<file path="src/rtl/icache_ctrl_nway_if.sv">
// Fetch/L2/array-side signal bundle for the N-way icache controller.
interface icache_ctrl_nway_if #(
  parameter int unsigned WAYS  = 4,
  parameter int unsigned SETS  = 8,
  parameter int unsigned IDX_W = $clog2(SETS)
);
  logic             icache_read;
  logic [IDX_W-1:0] icache_index;
  logic [WAYS-1:0]  hit;
  logic [WAYS-1:0]  valid;
  logic             flush;
  logic             icache_resp;
  logic             L2_read;
  logic             L2_resp;
  logic [WAYS-1:0]  fill_way;
  logic [WAYS-1:0]  valid_write;
  logic             valid_datain;
  logic [IDX_W-1:0] valid_index;
  logic             busy;

  modport master (
    output icache_read, icache_index, hit, valid, flush, L2_resp,
    input  icache_resp, L2_read, fill_way, valid_write, valid_datain, valid_index, busy
  );

  modport slave (
    input  icache_read, icache_index, hit, valid, flush, L2_resp,
    output icache_resp, L2_read, fill_way, valid_write, valid_datain, valid_index, busy
  );
endinterface

</file>
<file path="src/rtl/icache_ctrl_nway.sv">
// N-way set-associative icache controller with tree PLRU, invalid-first victims and a flush walk.
// Optional perf counters (hit_count/miss_count) enabled by defining ICACHE_PERF_CNT_EN.
module icache_ctrl_nway #(
  parameter int unsigned WAYS  = 4,
  parameter int unsigned SETS  = 8,
  parameter int unsigned IDX_W = $clog2(SETS)
) (
  input  logic               clk,
  input  logic               rst,
  icache_ctrl_nway_if.slave  bus
`ifdef ICACHE_PERF_CNT_EN
  ,
  output logic [31:0]        hit_count,
  output logic [31:0]        miss_count
`endif
);

  localparam int unsigned PLRU_W = WAYS - 1;
  localparam int unsigned LEVELS = $clog2(WAYS);

  typedef enum logic [1:0] {S_HIT, S_MISS, S_FILL, S_FLUSH} state_t;

  state_t             state, state_nx;
  logic [IDX_W-1:0]   flush_cnt, flush_cnt_nx;
  logic [IDX_W-1:0]   miss_idx, miss_idx_nx;
  logic [WAYS-1:0]    victim, victim_nx, victim_c;
  logic [PLRU_W-1:0]  plru [SETS];
  logic [PLRU_W-1:0]  plru_row_nx, cur_row;
  logic [IDX_W-1:0]   plru_idx;
  logic               plru_we;
  logic               found;
  int                 node;

  // Lowest set bit wins, which also resolves an illegal multi-hot hit vector.
  function automatic int lowest(input logic [WAYS-1:0] v);
    int r;
    r = 0;
    for (int w = int'(WAYS) - 1; w >= 0; w--) if (v[w]) r = w;
    return r;
  endfunction

  // Point every node on the way's path away from it.
  function automatic logic [PLRU_W-1:0] touch(input logic [PLRU_W-1:0] row, input int way);
    logic [PLRU_W-1:0] r;
    int n, p;
    r = row;
    n = way + int'(PLRU_W);
    for (int l = 0; l < int'(LEVELS); l++) begin
      p = (n - 1) / 2;
      for (int k = 0; k < int'(PLRU_W); k++) if (k == p) r[k] = (n % 2 == 1);
      n = p;
    end
    return r;
  endfunction

  // Victim: first invalid way, else follow the PLRU tree of the requested set.
  always_comb begin
    victim_c = '0;
    found    = 1'b0;
    cur_row  = plru[bus.icache_index];
    node     = 0;
    for (int w = 0; w < int'(WAYS); w++) begin
      if (!found && !bus.valid[w]) begin
        victim_c = WAYS'(1) << w;
        found    = 1'b1;
      end
    end
    if (!found) begin
      for (int l = 0; l < int'(LEVELS); l++) begin
        for (int k = 0; k < int'(PLRU_W); k++) begin
          if (k == node) node = 2 * node + 1 + (cur_row[k] ? 1 : 0);
        end
      end
      victim_c = WAYS'(1) << (node - int'(PLRU_W));
    end
  end

  always_ff @(posedge clk) begin
    if (rst) begin
      state     <= S_FLUSH;
      flush_cnt <= '0;
      miss_idx  <= '0;
      victim    <= '0;
      for (int s = 0; s < int'(SETS); s++) plru[s] <= '0;
    end else begin
      state     <= state_nx;
      flush_cnt <= flush_cnt_nx;
      miss_idx  <= miss_idx_nx;
      victim    <= victim_nx;
      if (plru_we) plru[plru_idx] <= plru_row_nx;
    end
  end

  always_comb begin
    state_nx         = state;
    flush_cnt_nx     = flush_cnt;
    miss_idx_nx      = miss_idx;
    victim_nx        = victim;
    plru_we          = 1'b0;
    plru_idx         = bus.icache_index;
    plru_row_nx      = '0;
    bus.icache_resp  = 1'b0;
    bus.L2_read      = 1'b0;
    bus.fill_way     = '0;
    bus.valid_write  = '0;
    bus.valid_datain = 1'b0;
    bus.valid_index  = bus.icache_index;
    bus.busy         = 1'b0;
    case (state)
      S_HIT: begin
        if (bus.flush) begin
          state_nx = S_FLUSH;
        end else if (bus.icache_read && (|bus.hit)) begin
          bus.icache_resp = 1'b1;
          plru_we         = 1'b1;
          plru_row_nx     = touch(plru[bus.icache_index], lowest(bus.hit));
        end else if (bus.icache_read) begin
          miss_idx_nx = bus.icache_index;
          victim_nx   = victim_c;
          state_nx    = S_MISS;
        end
      end
      S_MISS: begin
        bus.busy        = 1'b1;
        bus.L2_read     = 1'b1;
        bus.fill_way    = victim;
        bus.valid_index = miss_idx;
        if (bus.L2_resp) state_nx = S_FILL;
      end
      S_FILL: begin
        bus.busy         = 1'b1;
        bus.valid_write  = victim;
        bus.valid_datain = 1'b1;
        bus.valid_index  = miss_idx;
        plru_we          = 1'b1;
        plru_idx         = miss_idx;
        plru_row_nx      = touch(plru[miss_idx], lowest(victim));
        state_nx         = S_HIT;
      end
      S_FLUSH: begin
        bus.busy        = 1'b1;
        bus.valid_write = '1;
        bus.valid_index = flush_cnt;
        plru_we         = 1'b1;
        plru_idx        = flush_cnt;
        if (flush_cnt == IDX_W'(SETS - 1)) begin
          flush_cnt_nx = '0;
          state_nx     = S_HIT;
        end else begin
          flush_cnt_nx = flush_cnt + IDX_W'(1);
        end
      end
      default: state_nx = S_FLUSH;
    endcase
  end

`ifdef ICACHE_PERF_CNT_EN
  logic after_fill;

  // Responses right after FILL are the tail of a miss, not hits.
  always_ff @(posedge clk) begin
    if (rst) begin
      hit_count  <= '0;
      miss_count <= '0;
      after_fill <= 1'b0;
    end else begin
      after_fill <= (state == S_FILL);
      if (bus.icache_resp && !after_fill) hit_count <= hit_count + 32'(1);
      if (state == S_HIT && state_nx == S_MISS) miss_count <= miss_count + 32'(1);
    end
  end
`endif

endmodule

</file>
<file path="src/flat_wrapper.sv">
// flat-port wrapper written by rule: the top's interface ports become plain ports
module icache_ctrl_nway_flat 
#(
  parameter int unsigned WAYS  = 4,
  parameter int unsigned SETS  = 8,
  parameter int unsigned IDX_W = $clog2(SETS)
)
  (clk, rst, bus_icache_read, bus_icache_index, bus_hit, bus_valid, bus_flush, bus_L2_resp, bus_icache_resp, bus_L2_read, bus_fill_way, bus_valid_write, bus_valid_datain, bus_valid_index, bus_busy);
  icache_ctrl_nway_if #(.WAYS(WAYS), .SETS(SETS), .IDX_W(IDX_W)) bus_i ();
  input  logic clk;
  input  logic rst;
  input wire logic [$bits(bus_i.icache_read)-1:0] bus_icache_read;
  input wire logic [$bits(bus_i.icache_index)-1:0] bus_icache_index;
  input wire logic [$bits(bus_i.hit)-1:0] bus_hit;
  input wire logic [$bits(bus_i.valid)-1:0] bus_valid;
  input wire logic [$bits(bus_i.flush)-1:0] bus_flush;
  input wire logic [$bits(bus_i.L2_resp)-1:0] bus_L2_resp;
  output wire logic [$bits(bus_i.icache_resp)-1:0] bus_icache_resp;
  output wire logic [$bits(bus_i.L2_read)-1:0] bus_L2_read;
  output wire logic [$bits(bus_i.fill_way)-1:0] bus_fill_way;
  output wire logic [$bits(bus_i.valid_write)-1:0] bus_valid_write;
  output wire logic [$bits(bus_i.valid_datain)-1:0] bus_valid_datain;
  output wire logic [$bits(bus_i.valid_index)-1:0] bus_valid_index;
  output wire logic [$bits(bus_i.busy)-1:0] bus_busy;
  assign bus_i.icache_read = bus_icache_read;
  assign bus_i.icache_index = bus_icache_index;
  assign bus_i.hit = bus_hit;
  assign bus_i.valid = bus_valid;
  assign bus_i.flush = bus_flush;
  assign bus_i.L2_resp = bus_L2_resp;
  assign bus_icache_resp = bus_i.icache_resp;
  assign bus_L2_read = bus_i.L2_read;
  assign bus_fill_way = bus_i.fill_way;
  assign bus_valid_write = bus_i.valid_write;
  assign bus_valid_datain = bus_i.valid_datain;
  assign bus_valid_index = bus_i.valid_index;
  assign bus_busy = bus_i.busy;
  icache_ctrl_nway #(.WAYS(WAYS), .SETS(SETS), .IDX_W(IDX_W)) u_core (.clk(clk), .rst(rst), .bus(bus_i));
endmodule
</file>
<file path="config.mk">
export PLATFORM = sky130hd
export DESIGN_NAME = icache_ctrl_nway_flat
export DESIGN_NICKNAME = d
export VERILOG_FILES = /design/src/rtl/icache_ctrl_nway_if.sv /design/src/rtl/icache_ctrl_nway.sv /design/src/flat_wrapper.sv
export SDC_FILE = /design/constraint.sdc
export NUM_CORES = 1
export LEC_CHECK = 0
export CAP_MARGIN = 20
export CELL_PAD_IN_SITES_DETAIL_PLACEMENT = 2
export CELL_PAD_IN_SITES_GLOBAL_PLACEMENT = 2
export CORE_AREA = 8 8 110 112
export DETAILED_ROUTE_END_ITERATION = 8
export DIE_AREA = 0 0 118 120
export GPL_TIMING_DRIVEN = 0
export PLACE_DENSITY_LB_ADDON = 0.1
export SETUP_SLACK_MARGIN = 0.02
export SYNTH_ARGS = -nofsm -noshare
export SYNTH_HDL_FRONTEND = slang
export SYNTH_SLANG_ARGS = --single-unit
</file>
<file path="constraint.sdc">
create_clock -name clk -period 4.7 [get_ports clk]
set_input_delay 0.94 -clock clk [delete_from_list [all_inputs] [get_ports clk]]
set_output_delay 0.94 -clock clk [all_outputs]
set_load 0.02 [all_outputs]
</file>
==> metrics.md, run 1 <==
| Metric | Value |
|---|---|
| CTS buffer count | 5 |
| Number of cells on the worst reg-to-reg path | 22 |
| Critical path capture point type | flip-flop |
| Share of layout cells above drive strength 1 | 19.2% |
| Hold Vio Cnt, Final | 0 |
| Peak VDD IR | between 100 and 150 µV |
| Setup-failing EPs final | 0 |
| Nets | 440 |
| P per Cell Area | 360 mW/mm² |
| GR Overflow Total | 0 |
| Hold depth | 2 |
| DP Worst Slack | -1.14 ns |
| Fin. max-slew vios | 0 |
| Routed Antenna Nets | 0 |
| Initial antenna violation count | 0 |
| Clock sinks | 39 |
| Data arrival time of the critical path | 4.69 ns |
| Crit path time final | 4.53 ns |
| Initial DRT Pass Iterations | 4 |
| CTS tree | built |
| Number of synthesized flops with an enable pin | 24 |
| DP Wirelength | 8.06 mm |
| FP Rows | 38 |
| Post-synthesis sequential area ratio | 32.3% |
| First-pass GRT wire length | 16.6 mm |
| Combined area of the multi-input logic cells | 0.00221 mm² |
| Mapped Area | around 0.0032 mm² |
| Vias in the first global route | 3137 |
| Commonest non-fill, non-tap cells in the layout | nor2_1, nand2_1, inv_1, edfxtp_1, clkdlybuf4s50_1 |
| Synth Instances | 356 |
| Syn-to-layout area delta | 27.2% |
| Leakage | 1.47 nW |
| Wire per inst | 19.0 µm |
| Top cell type's share of synthesized area | 22.8% |
| Hold_buf cts | 0 |
| Fmax | 221 MHz |
| Clock root buffer | clkbuf_8 |
| Register area | 0.00102 mm² |
| Initial core utilization | 30.0% |
| Yosys warnings | 0 |
| I/O Pins | 31 |
| Register-to-register setup slack | 0.35 ns |
| Avg Cell Area, Syn | about 9 µm² |
| Die area | around 0.014 mm² |
| WP data required | ~4.9 ns |
| GPL Wtd Cong | 0.769 |
| Hold_sp | u_core.victim[3] |
| Max-cap viol count | 0 |
| Die W | around 120 µm |
| H-Tree Depth | 2 |
| # fillers | 1162 |
| Syn nets | about 400 |
| Commonest non-fill, non-tap cell in the layout | nor2_1 |
| Final Cycle Share | a little over nine tenths |
| Routed vias | 2847 |
| Worst hold path endpoint | u_core.victim[3] |
| Worst-path clk slew | 0.09 ns |
| Slew of the pin with the lowest slew margin | 0.771 ns |
| Total power draw | 0.00145 W |
| Max-slew headroom | 48.6% |
| Setup TNS | 0 ns |
| Reg-to-Reg End | u_core.plru[0][0] |
| Vias/cell | between 5 and 6 |
| Most used DFF post-synth | edfxtp_1 |
| Worst r2r src | u_core.victim[3] |
| Post-synth top area cell | edfxtp_1 |
| Post-DP Area | 0.00366 mm² |
| Final Cell Area | about 0.004 mm² |
| IO buf count | 27 |
| Tot GR Track Use | ~15% |
| Placed cell count | between 500 and 600 |
| DR iter-0 viols | 91 |
| Number of inserted diodes | 0 |
| Async set or reset register ratio after synthesis | 0% |
| CP Launch Type | primary input |
| Kind of critical path | in2reg |
| FF+latch count, synth | 39 |
| Status | completed |
| Total Wirelength | 10.3 mm |
| Worst-skew pair later-pin latency | 0.31 ns |
| Largest net degree at the start of global routing | 15 |
| Clock Tree Buf Depth | 2 |
| DRC errors left | 0 |
| Synth area leaders | edfxtp_1, dfxtp_1, ha_1 |
| Core area | 0.0105 mm² |
| Max FO, Critical Path | 8 |
| Worst Skew | 0.0110 ns |
| Final worst setup slack | ~0.17 ns |
| Synth cell types | 54 |
| Final cell count without fillers | ~540 |
| Worst min path class | reg2reg |
| Die height | 120 µm |
state kept, by name (all words and copies together), names as in the netlist, named ones only:
| name | cells |
|---|---|
| u_core.victim | 4 |
| u_core.plru | 24 |
| u_core.flush_cnt | 3 |
| u_core.miss_idx | 3 |
| u_core.state | 2 |
report_power, final:
| part | leakage [nW] | internal [W] | total [W] | switching (W) |
|---|---|---|---|---|
| combinational | 1.06 | 0.000297 | 0.000759 | 0.000462 |
| clock | 0.0408 | 0.000106 | 0.000246 | 0.000139 |
| sequential | 0.371 | 0.000412 | 0.000443 | 0.0000315 |
routing by layer:
| metal | vias to the layer above | share of wire (%) | global-route usage (%) | wire length [µm] |
|---|---|---|---|---|
| met5 | - | 0 | 0 | 0 |
| met2 | 32 | 53 | 27.7 | 5480 |
| met4 | 0 | 1.0 | 3.76 | 107 |
| li1 | 1387 | - | - | - |
| met3 | 9 | 2.5 | 2.25 | 258 |
| met1 | 1419 | 43 | 16.9 | 4450 |
worst max-delay path by stage:
stage          slack (ns)             start  depth (start not counted)           endpoint
2_1_floorplan        0.02        bus_hit[3]                         20  u_core.plru[0][0]
6_report             0.17        bus_hit[2]                         21  u_core.plru[0][0]
4_1_cts              0.05  u_core.victim[3]                         20  u_core.plru[0][0]
5_1_grt            -0.005        bus_hit[2]                         21  u_core.plru[0][0]
3_3_place_gp        -1.02        bus_hit[1]                         19  u_core.plru[4][0]
3_5_place_dp        -1.14        bus_hit[1]                         19  u_core.plru[2][0]
logic make-up after synthesis:
group,Yosys count,synth area share [%]
buffers and inverters,41,4.99
adders and majority gates,24,9.51
DFF,39,32.3
muxes,28,13.9
xor gates and xnor gates,6,1.66
and+or+nand+nor,141,20.4
AOI/OAI and AO/OA,77,17.2
Yosys cell counts (all sizes together) (4+ instances only):
cell type,instances
nor2,51
nand2,45
inv,27
edfxtp,24
ha,24
a21oi,16
dfxtp,15
o21ai,14
clkbuf,13
mux2i,12
mux4,12
a31oi,11
and2,7
nor2b,7
nand3,6
nor3,6
nand4,5
o211ai,5
xnor2,5
mux2,4
nand2b,4
o21a,4
stage by stage:
step | hold WS, ns | util [%]
floorplan | 0.479 | -
global placement | 0.502 | 34.8
detailed placement | 0.523 | 34.8
CTS | 0.545 | 36.6
global route | 0.546 | 38.2
finish | 0.524 | 38.2
area by class of cell:
cell class / instances / area share (%)
plain buffers: 12 / 1.18
clock buffers: 5 / 1.71
clock inverters: 3 / 0.592
inverters: 27 / 2.65
multi-input cells: 276 / 55.0
flip-flops and latches: 39 / 25.5
well taps: 140 / 4.36
repair buffers: 39 / 9.00
critical path, cell delays in order:
cell	delay, ns
buf_4	0.14
nor2b_4	0.12
nor2_2	0.05
nor2_4	0.16
inv_2	0.07
ha_4	0.16
nor3b_4	0.16
o21ai_4	0.09
inv_4	0.06
ha_4	0.17
ha_4	0.28
nor2_4	0.06
a21o_1	0.19
a221oi_2	0.31
nor2_1	0.08
ha_2	0.22
ha_4	0.17
or3_1	0.30
or3_4	0.36
a211o_4	0.42
a31oi_4	0.18
repair_timing:
item | in CTS | in global routing
cloned | 0 | 0
pin swaps | 11 | 14
setup endpoints to repair | 8 | 8
gates resized for setup | 36 | 23
setup buffers | 9 | 3
endpoints found under the hold margin | 0 | 0
(Power assumes the default switching activity.)
==> run 2, diff against run 1 <==
Settings changed: CAP_MARGIN 20 to 25.
==> results of run 2 <==
Same layout as run 1: the final DEF is identical, and so are final timing and power.
